===== src/rtl/random_gen.sv =====
// rtl/random_gen.sv - parametrised LFSR random source with rejection-sampled draws
// Optional feature macro: RANDOM_GEN_NO_REPEAT_EN (reject a draw equal to the previous value)
module random_gen #(
  parameter int unsigned      WIDTH        = 7,
  parameter logic [WIDTH-1:0] TAPS         = 7'b1100000,
  parameter int unsigned      MAX_VAL      = 100,
  parameter logic [WIDTH-1:0] SEED_DEFAULT = WIDTH'(1)
) (
  input  logic             clk,
  input  logic             reset_n,
  input  logic             seed_load,
  input  logic             req,
  output logic             busy,
  output logic             valid,
  output logic [WIDTH-1:0] random
);

  localparam longint unsigned MAX_STATE = (64'd1 << WIDTH) - 64'd1;
  localparam logic [WIDTH-1:0] MAX_V    = MAX_VAL[WIDTH-1:0];
  localparam logic [WIDTH-1:0] ONE      = WIDTH'(1);

  generate
    if (WIDTH < 3 || WIDTH > 32) begin : g_bad_width
      $error("random_gen: WIDTH must be within 3..32");
    end
    if (MAX_VAL == 0 || 64'(MAX_VAL) > MAX_STATE) begin : g_bad_max_val
      $error("random_gen: MAX_VAL must be within 1..2^WIDTH-1");
    end
    if (SEED_DEFAULT == '0) begin : g_bad_seed
      $error("random_gen: SEED_DEFAULT must be nonzero");
    end
  endgenerate

  typedef enum logic {
    IDLE = 1'b0,
    DRAW = 1'b1
  } state_t;

  state_t           state_q, state_d;
  logic [WIDTH-1:0] cnt_q, cnt_d;
  logic [WIDTH-1:0] lfsr_q, lfsr_d;
  logic [WIDTH-1:0] random_q, random_d;
  logic             valid_q, valid_d;
  logic             accept;

  // Entropy counter and LFSR next state: seeding overrides the step, zero never persists
  always_comb begin
    cnt_d = cnt_q + ONE;
    if (seed_load) begin
      lfsr_d = (cnt_q == '0) ? SEED_DEFAULT : cnt_q;
    end else if (lfsr_q == '0) begin
      lfsr_d = SEED_DEFAULT;
    end else begin
      lfsr_d = {lfsr_q[WIDTH-2:0], ^(lfsr_q & TAPS)};
    end
  end

  // Acceptance test for the current LFSR state during a draw
  always_comb begin
    accept = (lfsr_q != '0) && (lfsr_q <= MAX_V);
`ifdef RANDOM_GEN_NO_REPEAT_EN
    if (MAX_VAL != 1) begin
      accept = accept && (lfsr_q != random_q);
    end
`endif
  end

  // Draw FSM: IDLE waits for req, DRAW keeps testing the LFSR until a value is accepted
  always_comb begin
    state_d  = state_q;
    random_d = random_q;
    valid_d  = 1'b0;
    case (state_q)
      IDLE: begin
        if (req) begin
          state_d = DRAW;
        end
      end
      DRAW: begin
        if (accept) begin
          random_d = lfsr_q;
          valid_d  = 1'b1;
          state_d  = IDLE;
        end
      end
      default: state_d = IDLE;
    endcase
  end

  // State registers with asynchronous reset
  always_ff @(posedge clk or negedge reset_n) begin
    if (!reset_n) begin
      state_q  <= IDLE;
      cnt_q    <= '0;
      lfsr_q   <= SEED_DEFAULT;
      random_q <= '0;
      valid_q  <= 1'b0;
    end else begin
      state_q  <= state_d;
      cnt_q    <= cnt_d;
      lfsr_q   <= lfsr_d;
      random_q <= random_d;
      valid_q  <= valid_d;
    end
  end

  assign busy   = (state_q == DRAW);
  assign valid  = valid_q;
  assign random = random_q;

endmodule

===== config.mk =====
export PLATFORM = sky130hd
export DESIGN_NAME = random_gen
export DESIGN_NICKNAME = d
export VERILOG_FILES = /design/src/rtl/random_gen.sv
export SDC_FILE = /design/constraint.sdc
export NUM_CORES = 1
export LEC_CHECK = 0
export ABC_AREA = 1
export CAP_MARGIN = 20
export CELL_PAD_IN_SITES_DETAIL_PLACEMENT = 1
export CELL_PAD_IN_SITES_GLOBAL_PLACEMENT = 1
export CORE_ASPECT_RATIO = 1.1
export CORE_MARGIN = 8
export CORE_UTILIZATION = 40
export CTS_CLUSTER_SIZE = 14
export DETAILED_ROUTE_END_ITERATION = 8
export GPL_TIMING_DRIVEN = 1
export PLACE_DENSITY = 0.84
export SLEW_MARGIN = 20
export SYNTH_ARGS = -nofsm -noshare
export SYNTH_HDL_FRONTEND = slang
export SYNTH_SLANG_ARGS = --single-unit

===== constraint.sdc =====
create_clock -name clk -period 2 [get_ports clk]
set_clock_uncertainty 0.2 [all_clocks]
set_input_delay 0.2 -clock clk [delete_from_list [all_inputs] [get_ports clk]]
set_output_delay 0.2 -clock clk [all_outputs]
set_load 0.02 [all_outputs]

==> results.md, run 1 <==
- Outcome: completed
- Fin crit period: 1.76 ns
- Vias: 727
- Clock sink total: 23
- Post-synthesis sequential area ratio: 57.1%
- Setup_tns: 0 ns
- Setup crit end kind: output pin
- Leak: 0.000562 uW
- Root Buffer: clkbuf_4
- Yosys cell types: 20
- Area after DPL: 1180 um^2
- Top cell type by total area after synthesis: dfrtp_1
- # nets final: 131
- Hpwl dp: 1580 um
- CTS resizes: 0
- Worst Path Max Fanout: 3
- Final Setup Violations: 0
- Share of post-route cells with drive strength above 1: 14.6%
- Antenna-violating nets left: 0
- Largest net degree at the start of global routing: 24
- R2R depth: 6
- CTS tree: built
- Top-area cell type share of the netlist area: 54.5%
- Synth area leaders: dfrtp_1, nand2_1, nand3_1
- R2R setup slack: 0.50 ns
- Fmax: 570 MHz
- DR pass1 iterations: 3
- Max-slew headroom: 80.8%
- DRC: 0
- First-pass GRT wire length: 3530 um
- Core area: 2450 um^2
- Peak VDD IR: 0.000556 V
- Crit-path cells: clkdlybuf4s50_1
- CP Depth: 1
- Worst slew pin tran: 0.287 ns
- Synthesis-to-layout area growth: 19.6%
- Hold Path Class: input pin to asynchronous set/reset pin
- CP Class: register to output pin
- H-tree levels: 1
- GP Congestion: 0.707
- Cts hold-fix bufs: 0
- Height of the die: 68.7 um
- Top-Level Pins: 13
- Via-to-Cell Ratio: 4.72
- Critical path's top delay family: buffers and inverters
- Die area: 4390 um^2
- Critical Path RT: 1.60 ns
- Die width: 63.9 um
- Total global routing overflow: 0
- Register bit total from synthesis: 23
- Clk_lat worst skew: 0.31 ns
- Final cycle utilization of the critical path: 87.8%
- Startpoint Class: register
- Unrepaired setup endpoints after global routing: false
- All-Layer GR Usage: 10.5%
- CP max stage cell: clkdlybuf4s50_1
- Initial antenna violation count: 0
- Starting Density: 41.3%
- Placement row count: 19
- Clock tree buffer depth: 2
- Mapped cell area: 1010 um^2
- Hold Fails Final Rpt: 0
- Pwr Density: 1110 nW/um^2
- Total wire length: 1990 um
- Synth Area per Inst: 9.54 um^2
- Signal arrival time at the worst endpoint: 1.36 ns
- Buffers and inverters on the worst path: 1
- CP peak stage delay: 0.64 ns
- Slew Limit Fails: 0
- ANT cells: 0
- CTS Buf Count: 3
- Max-Cap Viols: 0
- Vias in the first global route: 788
- # port buffers: 12
- Ys Warns: 0
- Cell area after layout: 1210 um^2
- FF-to-FF End: random[3]
- Worst r2r src: lfsr_q[5]
- Total power: 1340 uW
- Postcts setup bufs: 0
- Synthesized Nets: 113
- DRT iter0 DRCs: 12
- Mapped Cells: 106
- CTS clk-pin slew, worst paths: 0.13 ns
- Routed len/inst: 12.9 um
-- through the flow --
step	setup slack [ns]	instances	util (%)	hold WS, ns
after detailed placement	0.511	150	48.2	0.260
after CTS	0.225	154	49.4	0.0281
after floorplan	0.607	106	-	-0.296
after global routing	0.204	154	49.4	0.0241
after global placement	0.553	150	48.2	0.256
final	0.245	154	49.4	0.0319
-- state kept, by name, summed over array words and instances, names as in the netlist --
name / count
cnt_q: 7
valid: 1
random: 7
lfsr_q: 7
busy: 1
-- where the power goes --
part | internal, uW | total, uW | switching (uW) | leakage (uW)
combinational | 224 | 505 | 281 | 0.000269
sequential | 563 | 622 | 58.9 | 0.000275
clock | 74.7 | 212 | 138 | 0.0000177
total | 862 | 1340 | 477 | 0.000562
-- routing by layer --
layer	GRT usage, %	share of wire [%]	vias to the layer above
li1	-	-	367
met1	9.71	39	347
met2	20.1	54	11
met3	4.04	6.0	2
met4	5.01	0.60	0
met5	0	0	-
-- cell type report --
class,count,area [um^2]
clock inverters,1,5.00
clock buffers,3,22.5
fillers,300,1240
repair buffers,14,135
inverters,10,40.0
well taps,31,38.8
flip-flops and latches,23,577
multi-input cells,72,390
-- synthesized netlist by cell type --
library cell  instances
a21boi_2              1
mux2_2                1
nor2_2                2
o21ai_0               5
nand4_1               2
nand2_1              26
nand3_1               9
a21oi_1               1
nor2_1               12
dfrtp_1              22
clkbuf_1              1
xnor2_1               2
nand2_4               1
xor2_1                2
dfstp_2               1
nand2_2               3
ha_1                  3
inv_1                 9
nor2_4                2
inv_4                 1
-- logic make-up (layout without fill, tap and decap cells) --
group                      Yosys count  after routing  share of synthesized area [%]
adders and majority gates            3              3                           3.71
muxes                                1              1                           1.11
buffers and inverters               11             28                           4.33
AOI/OAI and AO/OA                    7              7                           4.08
xor gates and xnor gates             4              4                           3.47
DFF                                 23             23                           57.1
and+or+nand+nor                     57             57                           26.2
-- worst max path at each step --
stage	from	endpoint	slack, ns
finish	busy	busy	0.24
global route	busy	busy	0.20
CTS	busy	busy	0.22
detailed placement	lfsr_q[5]	random[3]	0.51
global placement	lfsr_q[5]	random[3]	0.55
floorplan	lfsr_q[5]	random[1]	0.61
-- layout by cell type, fill, tap and decap left out, types with 3 or more instances in the layout --
cell | synthesis | layout
nand3_1 | 9 | 9
ha_1 | 3 | 3
clkdlybuf4s50_1 | 0 | 12
clkbuf_4 | 0 | 3
nor2_1 | 12 | 12
o21ai_0 | 5 | 5
nand2_2 | 3 | 3
inv_1 | 9 | 9
nand2_1 | 26 | 26
dfrtp_1 | 22 | 22
Power figures use the tool's default switching activity.
==> inputs of run 2 (changes only) <==
Settings changed: SLEW_MARGIN 20 to 10.
==> results of run 2 <==
The final DEF is identical to that of run 1; final timing and power are the same.
